--- src/rtl/segre_pkg.sv ---
// Shared types and sizes for the segre store buffer.
package segre_pkg;

  localparam int ADDR_SIZE        = 32;
  localparam int WORD_SIZE        = 32;
  localparam int SB_DEPTH_DEFAULT = 2;

  typedef enum logic [1:0] {
    SB_IDLE,
    SB_WRITE,
    SB_FLUSH
  } sb_state_t;

  typedef struct packed {
    logic [ADDR_SIZE-1:0]   addr;
    logic [WORD_SIZE-1:0]   data;
    logic [WORD_SIZE/8-1:0] be;
    logic                   valid;
  } sb_entry_t;

endpackage

--- src/rtl/segre_store_buffer.sv ---
// Store buffer between MEM and the data cache: in-order FIFO of retired stores,
// load forwarding from the youngest matching entry, and a write/flush sequencer.
//
// state    | meaning
// SB_IDLE  | no cache write in flight
// SB_WRITE | opportunistic single write while the cache port is free
// SB_FLUSH | forced drain, keep writing until the buffer is empty
module segre_store_buffer
  import segre_pkg::*;
#(
  parameter int SB_DEPTH = SB_DEPTH_DEFAULT
) (
  input  logic                   clk_i,
  input  logic                   rsn_i,
  input  logic                   push_i,
  input  logic [ADDR_SIZE-1:0]   st_addr_i,
  input  logic [WORD_SIZE-1:0]   st_data_i,
  input  logic [WORD_SIZE/8-1:0] st_be_i,
  input  logic                   ld_i,
  input  logic [ADDR_SIZE-1:0]   ld_addr_i,
  output logic                   ld_hit_o,
  output logic [WORD_SIZE-1:0]   ld_data_o,
  output logic                   ld_conflict_o,
  input  logic                   drain_i,
  input  logic                   dc_idle_i,
  output logic                   dc_wr_o,
  output logic [ADDR_SIZE-1:0]   dc_addr_o,
  output logic [WORD_SIZE-1:0]   dc_data_o,
  output logic [WORD_SIZE/8-1:0] dc_be_o,
  input  logic                   dc_ack_i,
  output logic                   store_buffer_draining_o,
  output logic                   full_o,
  output logic                   empty_o
);

  localparam int PTR_W = $clog2(SB_DEPTH);

  sb_entry_t          entries_q [SB_DEPTH];
  logic [PTR_W-1:0]   head_q, tail_q;
  logic [PTR_W:0]     count_q, count_d;
  sb_state_t          state_q, state_d;
  logic               flush_pend_q, flush_pend_d;
  logic               push_ok, pop, flush_req, match;
  sb_entry_t          sel_entry, head_entry;

  assign full_o     = (count_q == (PTR_W+1)'(SB_DEPTH));
  assign empty_o    = (count_q == '0);
  assign push_ok    = push_i && !full_o;
  assign pop        = dc_wr_o && dc_ack_i;
  assign count_d    = count_q + (PTR_W+1)'(push_ok) - (PTR_W+1)'(pop);
  assign head_entry = entries_q[head_q];

  always_ff @(posedge clk_i or negedge rsn_i) begin
    if (!rsn_i) begin
      for (int i = 0; i < SB_DEPTH; i++) entries_q[i] <= '0;
      head_q  <= '0;
      tail_q  <= '0;
      count_q <= '0;
    end else begin
      if (push_ok) begin
        entries_q[tail_q] <= '{addr: st_addr_i, data: st_data_i, be: st_be_i, valid: 1'b1};
        tail_q            <= tail_q + PTR_W'(1);
      end
      if (pop) begin
        entries_q[head_q].valid <= 1'b0;
        head_q                  <= head_q + PTR_W'(1);
      end
      count_q <= count_d;
    end
  end

  // Walk oldest to youngest so the last match seen is the youngest store.
  always_comb begin
    match     = 1'b0;
    sel_entry = '0;
    for (int k = 0; k < SB_DEPTH; k++) begin
      if (entries_q[head_q + PTR_W'(k)].valid &&
          entries_q[head_q + PTR_W'(k)].addr[ADDR_SIZE-1:2] == ld_addr_i[ADDR_SIZE-1:2]) begin
        match     = 1'b1;
        sel_entry = entries_q[head_q + PTR_W'(k)];
      end
    end
  end

  assign ld_hit_o      = ld_i && match && (&sel_entry.be);
  assign ld_conflict_o = ld_i && match && !(&sel_entry.be);
  assign ld_data_o     = ld_hit_o ? sel_entry.data : '0;

  assign flush_req = drain_i || full_o || ld_conflict_o;

  always_ff @(posedge clk_i or negedge rsn_i) begin
    if (!rsn_i) begin
      state_q      <= SB_IDLE;
      flush_pend_q <= 1'b0;
    end else begin
      state_q      <= state_d;
      flush_pend_q <= flush_pend_d;
    end
  end

  always_comb begin
    state_d                 = state_q;
    flush_pend_d            = flush_pend_q;
    dc_wr_o                 = 1'b0;
    store_buffer_draining_o = 1'b0;
    unique case (state_q)
      SB_IDLE: begin
        flush_pend_d = 1'b0;
        if (!empty_o && flush_req) begin
          state_d                 = SB_FLUSH;
          store_buffer_draining_o = 1'b1;
        end else if (!empty_o && dc_idle_i) begin
          state_d = SB_WRITE;
        end
      end
      SB_WRITE: begin
        dc_wr_o                 = 1'b1;
        store_buffer_draining_o = flush_pend_q;
        flush_pend_d            = flush_pend_q || flush_req;
        if (dc_ack_i) begin
          // A request arriving on the ack cycle itself is honoured too; nothing left means no flush.
          state_d      = ((flush_pend_q || flush_req) && count_d != '0) ? SB_FLUSH : SB_IDLE;
          flush_pend_d = 1'b0;
        end
      end
      SB_FLUSH: begin
        dc_wr_o                 = 1'b1;
        store_buffer_draining_o = 1'b1;
        if (dc_ack_i && count_d == '0) state_d = SB_IDLE;
      end
      default: state_d = SB_IDLE;
    endcase
  end

  assign dc_addr_o = dc_wr_o ? head_entry.addr : '0;
  assign dc_data_o = dc_wr_o ? head_entry.data : '0;
  assign dc_be_o   = dc_wr_o ? head_entry.be   : '0;

endmodule

--- config.mk ---
export PLATFORM = sky130hd
export DESIGN_NAME = segre_store_buffer
export DESIGN_NICKNAME = d
export VERILOG_FILES = /design/src/rtl/segre_pkg.sv /design/src/rtl/segre_store_buffer.sv
export SDC_FILE = /design/constraint.sdc
export NUM_CORES = 1
export LEC_CHECK = 0
export CAP_MARGIN = 20
export CORE_ASPECT_RATIO = 0.75
export CORE_MARGIN = 3
export CORE_UTILIZATION = 50
export DETAILED_ROUTE_END_ITERATION = 8
export PLACE_DENSITY = 0.81
export SLEW_MARGIN = 20
export SYNTH_ARGS = -nofsm -noshare
export SYNTH_HDL_FRONTEND = slang
export SYNTH_SLANG_ARGS = --single-unit
--- constraint.sdc ---
create_clock -name clk_i -period 6.37 [get_ports clk_i]
set_input_delay 1.5925 -clock clk_i [delete_from_list [all_inputs] [get_ports clk_i]]
set_output_delay 1.5925 -clock clk_i [all_outputs]
set_load 0.02 [all_outputs]
# Word level (Yosys, flattened, before mapping)
# Index checks and enable logic that the tools add are counted.
# W data, S select, Z words.
dict set report totals {
  memories 0
  ramBits 0
  in_bits 107
  reg_bits 145
  latchBits 0
  rom_bits 0
  elab_cells 93
}
dict set report classes {
  n_shift 0
  n_mul 0
  n_eq_ne 8
  n_div 0
  n_lt_le_gt_ge 5
  add_sub_neg 4
  reduce_logical 27
  bitwise 3
  mux 33
}
# operator n
set op_table {}
lappend op_table {{$mux W69} 7}
lappend op_table {{$bwmux W138} 2}
lappend op_table {{$mux W138} 2}
lappend op_table {{$demux W69 S1} 2}
lappend op_table {{$mux W32} 3}
lappend op_table {{$mux W37} 2}
lappend op_table {{$eq A30 B30 Y1} 2}
lappend op_table {{$logic_and A1 B1 Y1} 13}
lappend op_table {{$mux W2} 5}
lappend op_table {{$ge A2 B2 Y1 const B} 3}
lappend op_table {{$logic_not A2 Y1} 3}
lappend op_table {{$mux W1} 6}
lappend op_table {{$not A1 Y2} 3}
lappend op_table {{$pmux W2 S3} 1}
lappend op_table {{$eq A2 B2 Y1 const B} 2}
lappend op_table {{$lt A2 B1 Y1 const B} 2}
lappend op_table {{$mux W4} 1}
lappend op_table {{$ne A2 B2 Y1 const B} 2}
lappend op_table {{$reduce_and A4 Y1} 1}
lappend op_table {{$reduce_bool A2 Y1} 2}
lappend op_table {{$logic_not A1 Y1} 3}
lappend op_table {{$logic_or A1 B1 Y1} 3}
lappend op_table {{$ne A3 B3 Y1 const B} 1}
lappend op_table {{$pmux W1 S3} 1}
lappend op_table {{other kinds (7)} 8}

# Depth between registers and ports, before layout
dict set report depth {
  ltp_word 17
  depth_mapped 15
  depth_no_buf 14
}

# Worst setup path after synthesis
# OpenSTA, ideal clock, no wires.
dict set report synth_path {
  path_kind {input -> output}
  start {input ld_addr_i[27]}
  end {output ld_data_o[6]}
  path_buffers 2
  stages 9
  slack_ps 1510
  arrival_ps 3268
  path_cell_list {xnor2_1 > nor4_1 > nand4_1 > nor2_1 > buf_2 > buf_2 > a22oi_1 > mux2_2 > nor2_1}
}
dict set report synth_via {
  elab_chain_len 7
  elab_cells_between_ends 12
  cone_classes {2 x eq/ne; 5 x mux; 5 x reduce/logical}
}
# element line
set synth_lines {}
lappend synth_lines {{start: declaration} segre_store_buffer.sv:20} ;# input logic [ADDR_SIZE-1:0] ld_addr_i,
lappend synth_lines {{$eq A30 B30 Y1} segre_store_buffer.sv:78} ;# entries_q[head_q + PTR_W'(k)].addr[ADDR_SIZE-1:2] == ld_addr_i[ADDR_SIZE-1:2]) begin
lappend synth_lines {{$logic_and A1 B1 Y1} segre_store_buffer.sv:77} ;# if (entries_q[head_q + PTR_W'(k)].valid &&
lappend synth_lines {{$mux W37 or $mux W1 (tied branches) (2 in a row)} segre_store_buffer.sv:77}
lappend synth_lines {{$reduce_and A4 Y1 or $logic_and A1 B1 Y1 (tied branches)} segre_store_buffer.sv:85} ;# assign ld_hit_o = ld_i && match && (&sel_entry.be);
lappend synth_lines {{$logic_and A1 B1 Y1} segre_store_buffer.sv:85}
lappend synth_lines {{$mux W32 (*)} segre_store_buffer.sv:87} ;# assign ld_data_o = ld_hit_o ? sel_entry.data : '0;
lappend synth_lines {{end: declaration} segre_store_buffer.sv:22} ;# output logic [WORD_SIZE-1:0] ld_data_o,
# Mark *: on every way between the ends. The rest lies on a longest branch, timed or not.

# Worst setup path after layout
dict set report layout_path {
  start {input ld_addr_i[25]}
  end {output ld_data_o[20]}
}
# The elaborated chain is that of the path after synthesis.

==> impl_table.tex <==
\begin{tabular}{lr}
\hline
Metric & Value \\
\hline
\multicolumn{2}{l}{\textbf{Logic synthesis}} \\
Library cell with the highest instance count after synthesis & sky130\_fd\_sc\_hd\_\_mux2\_2 \\
Ranking of synthesized cells by area & sky130\_fd\_sc\_hd\_\_dfrtp\_1, sky130\_fd\_sc\_hd\_\_mux2\_2, sky130\_fd\_sc\_hd\_\_mux2i\_1 \\
Share of the yosys chip area belonging to registers & 39.92\% \\
Most used flip-flop cell after synthesis & sky130\_fd\_sc\_hd\_\_dfrtp\_1 \\
Cell taking the most area after synthesis & sky130\_fd\_sc\_hd\_\_dfrtp\_1 \\
Flops \& latches, synth & 145 \\
Synth top area share & 39.92\% \\
Number of synthesized flops with an enable pin & 0 \\
Post-synth cell types & 43 \\
Synthesized instance count & 797 \\
Syn avg cell area & 11.41 sq um \\
Commonest cells in the netlist & sky130\_fd\_sc\_hd\_\_mux2\_2, sky130\_fd\_sc\_hd\_\_dfrtp\_1, sky130\_fd\_sc\_hd\_\_mux2i\_1 \\
Total nets after synthesis & 910 \\
Number of warnings printed during yosys synthesis & 0 \\
Cell area after synthesis & 9090 sq um \\
Share of synthesized flip-flops with an asynchronous set or reset & 100.0\% \\
\multicolumn{2}{l}{\textbf{Run status}} \\
Outcome & completed \\
\multicolumn{2}{l}{\textbf{STA}} \\
Total of endpoints with negative setup slack in the final report & 0 \\
RSZ-0062 raised after global routing & no \\
Total negative slack for setup checks & 0 ns \\
Max-Slew Margin vs Limit & 32.37\% \\
Worst Skew & 0.009814 ns \\
Final worst path period share & 98.08\% \\
Fin. max-slew vios & 0 \\
Actual slew at the worst max-slew pin & 1.014 ns \\
Number of hold-slack violations in the final timing report & 0 \\
Final critical-path required period & 6.247 ns \\
F\_max & 160.1 MHz \\
\multicolumn{2}{l}{\textbf{Pwr}} \\
PwrDens & 537.0 nW/um\^{}2 \\
Total power of the final layout & 6513 uW \\
Peak supply drop & 0.3089 mV \\
Leakage power of the design & 0.004665 uW \\
\multicolumn{2}{l}{\textbf{Critical path}} \\
Worst stage delay on the critical path & 0.63 ns \\
Crit-path max FO & 28 \\
Data required time of the worst path & 4.78 ns \\
Worst Setup Start Kind & primary input \\
Kind of end point of the critical path & primary output \\
Cells traversed along the worst timing path & clkdlybuf4s50\_1 > xnor2\_1 > a32oi\_1 > nor3\_1 > nand4\_1 > o211a\_2 > buf\_4 > a22oi\_1 > mux2\_2 > nor2\_1 > clkdlybuf4s50\_1 \\
Data arrival time of the worst path & 4.65 ns \\
Family with the most delay on the worst path & buffers and inverters \\
Type of the worst setup path & in2out \\
Most numerous cell on the critical path & sky130\_fd\_sc\_hd\_\_clkdlybuf4s50\_1 \\
CP Buf/Inv Count & 3 \\
Crit-path slowest cell & sky130\_fd\_sc\_hd\_\_clkdlybuf4s50\_1 \\
\multicolumn{2}{l}{\textbf{Die}} \\
Horiz. Die Dim & 161.7 um \\
Area of the die & 19850 sq um \\
Height of the die & 122.8 um \\
Placeable core region & 17710 sq um \\
\# rows & 42 \\
Number of I/O pins & 213 \\
Initial Util & 51.33\% \\
\multicolumn{2}{l}{\textbf{Final layout}} \\
Filler Cell Count & 1349 \\
Share of post-route cells with drive strength above 1 & 22.78\% \\
Antenna cells & 0 \\
Final net count & 1101 \\
Final cell utilization of the core & 68.49\% \\
Synth-to-Final Area Change & 33.43\% \\
\multicolumn{2}{l}{\textbf{Clocking}} \\
H-tree depth & 4 \\
Post-CTS Setup Inserts & 0 \\
Clock tree from TritonCTS & built \\
Cts bufs inserted & 17 \\
Clock-pin slew on the worst setup and hold paths & 0.06 ns \\
Maximum root-to-sink buffer count & 2 \\
Clock insertion delay at the later pin of the skew report & 0.42 ns \\
Clock root cell & sky130\_fd\_sc\_hd\_\_clkbuf\_16 \\
Clk sink count & 145 \\
CTS Hold Buffers Added & 0 \\
\multicolumn{2}{l}{\textbf{Routing}} \\
Total via count after detailed routing & 7096 \\
Starting DRT DRC Count & 524 \\
Per-cell via count in the routed design & 5.709 \\
Wire length per cell after detailed routing & 19.73 um \\
DRC & 0 \\
Final antenna-violating net count & 0 \\
First drt pass iteration count & 5 \\
Wire length after detailed routing & 24.52 mm \\
\multicolumn{2}{l}{\textbf{Global routing}} \\
Via count of the first global-routing pass & 7042 \\
Number of antenna violations at the first check in global routing & 0 \\
Top Usage Layer GRT & met2 \\
Largest net degree at the start of global routing & 103 \\
Global-route track usage on met2 & 37.91\% \\
First-pass GRT wire length & 37.98 mm \\
Met1 Usage GRT & 34.28\% \\
Grt ovf & 0 \\
Total global routing track utilization & 24.53\% \\
GR met3 Demand/Resource & 6.579\% \\
\multicolumn{2}{l}{\textbf{Worst hold path}} \\
Hold Crit Class & reg2reg \\
\multicolumn{2}{l}{\textbf{Flow run}} \\
Total of max-cap violations & 0 \\
\multicolumn{2}{l}{\textbf{Placed design}} \\
Port-buffer cells & 210 \\
Total half-perimeter wirelength after legalization and detailed placement & 17.05 mm \\
Weighted congestion at the end of routability-driven global placement & 0.9511 \\
\hline
\end{tabular}
==> worst paths after layout <==
path,depth (start not counted),startpoint,to,slack [ns]
min reg2reg,1,flop,flop,0.50
max reg2reg,14,state_q[0]$_DFFE_PN0P_,state_q[1]$_DFFE_PN0P_,2.61
max in group asynchronous,2,rsn_i,async pin,3.91
min,1,flop,flop,0.50
min in group asynchronous,1,rsn_i,async pin,1.28
max,11,ld_addr_i[25],ld_data_o[20],0.12
==> layout make-up <==
| class | instances | area [sq um] | area share, % |
|---|---|---|---|
| clock inverter | 13 | 257.7 | 2.125 |
| tap | 242 | 302.8 | 2.496 |
| sequential | 145 | 3632 | 29.95 |
| clock buffer | 19 | 432.9 | 3.569 |
| timing repair buffer | 225 | 2298 | 18.95 |
| multi-input combinational | 591 | 5175 | 42.67 |
| inverter | 8 | 30.03 | 0.2476 |
==> placed cells by master (no fill, tap or decap), types with 3 or more instances in the layout <==
cell / synthesis / layout
sky130_fd_sc_hd__a21oi_1: 7 / 7
sky130_fd_sc_hd__buf_4: 0 / 9
sky130_fd_sc_hd__ha_1: 6 / 5
sky130_fd_sc_hd__clkdlybuf4s50_1: 0 / 209
sky130_fd_sc_hd__mux2_2: 169 / 169
sky130_fd_sc_hd__nor3_1: 9 / 9
sky130_fd_sc_hd__xor2_1: 3 / 3
sky130_fd_sc_hd__nor2_1: 41 / 39
sky130_fd_sc_hd__nand4_1: 5 / 5
sky130_fd_sc_hd__dfrtp_1: 145 / 144
sky130_fd_sc_hd__nor4_1: 23 / 22
sky130_fd_sc_hd__mux2i_1: 97 / 97
sky130_fd_sc_hd__bufinv_16: 0 / 7
sky130_fd_sc_hd__xnor2_1: 63 / 62
sky130_fd_sc_hd__inv_1: 7 / 7
sky130_fd_sc_hd__and2b_1: 5 / 5
sky130_fd_sc_hd__buf_12: 0 / 5
sky130_fd_sc_hd__a22oi_1: 64 / 64
sky130_fd_sc_hd__and4_1: 5 / 5
sky130_fd_sc_hd__nor2b_1: 65 / 65
sky130_fd_sc_hd__clkinv_4: 0 / 3
sky130_fd_sc_hd__nand2_1: 5 / 5
sky130_fd_sc_hd__clkbuf_16: 0 / 17
==> report_power, final <==
| group | switching, uW | internal (uW) |
|---|---|---|
| Combinational | 1700 | 1750 |
| Sequential | 492 | 1400 |
| Clock | 399 | 777 |
| Total | 2590 | 3930 |
==> stage by stage <==
stage	setup WS, ns	hold slack [ns]	instances	instance area [sq um]
4_1_cts	0.1526	0.5087	1242	12090
3_5_place_dp	0.1676	0.4955	1210	11400
5_1_grt	0.001328	0.5277	1243	12130
3_3_place_gp	0.1999	0.4904	1210	11400
6_report	0.1226	0.5034	1243	12130
2_1_floorplan	1.510	0.4792	797	9090
==> routing by layer <==
layer / wire [um] / share of wire (%)
met5: 0 / 0
met4: 336 / 1.4
met3: 1652 / 6.7
met2: 11420 / 47
met1: 11120 / 45
==> timing repair <==
action                     in CTS  in global routing
hold endpoints to repair        0                  0
setup endpoints to repair       0                  2
resized for setup               0                  2
==> worst reg2reg max path: cells and delay by family (launching register included) <==
| family | cells | cell delay [ns] |
|---|---|---|
| adders and majority gates | 3 | 1.39 |
| and+or+nand+nor | 3 | 0.61 |
| DFF | 1 | 0.41 |
| buffers and inverters | 3 | 0.35 |
| AOI/OAI and AO/OA | 2 | 0.34 |
| muxes | 1 | 0.33 |
| xor gates and xnor gates | 2 | 0.22 |
==> cells by family (layout without fill, tap and decap cells) <==
| logic type | count (synthesis) | count (layout) | share of synthesized area [%] |
|---|---|---|---|
| buffers and inverters | 61 | 265 | 3.675 |
| xor gates and xnor gates | 66 | 66 | 6.359 |
| adders and majority gates | 6 | 6 | 0.8259 |
| muxes | 267 | 267 | 31.74 |
| AOI/OAI and AO/OA | 86 | 86 | 7.213 |
| DFF | 145 | 145 | 39.92 |
| and+or+nand+nor | 166 | 166 | 10.27 |
(Power assumes the default switching activity.)
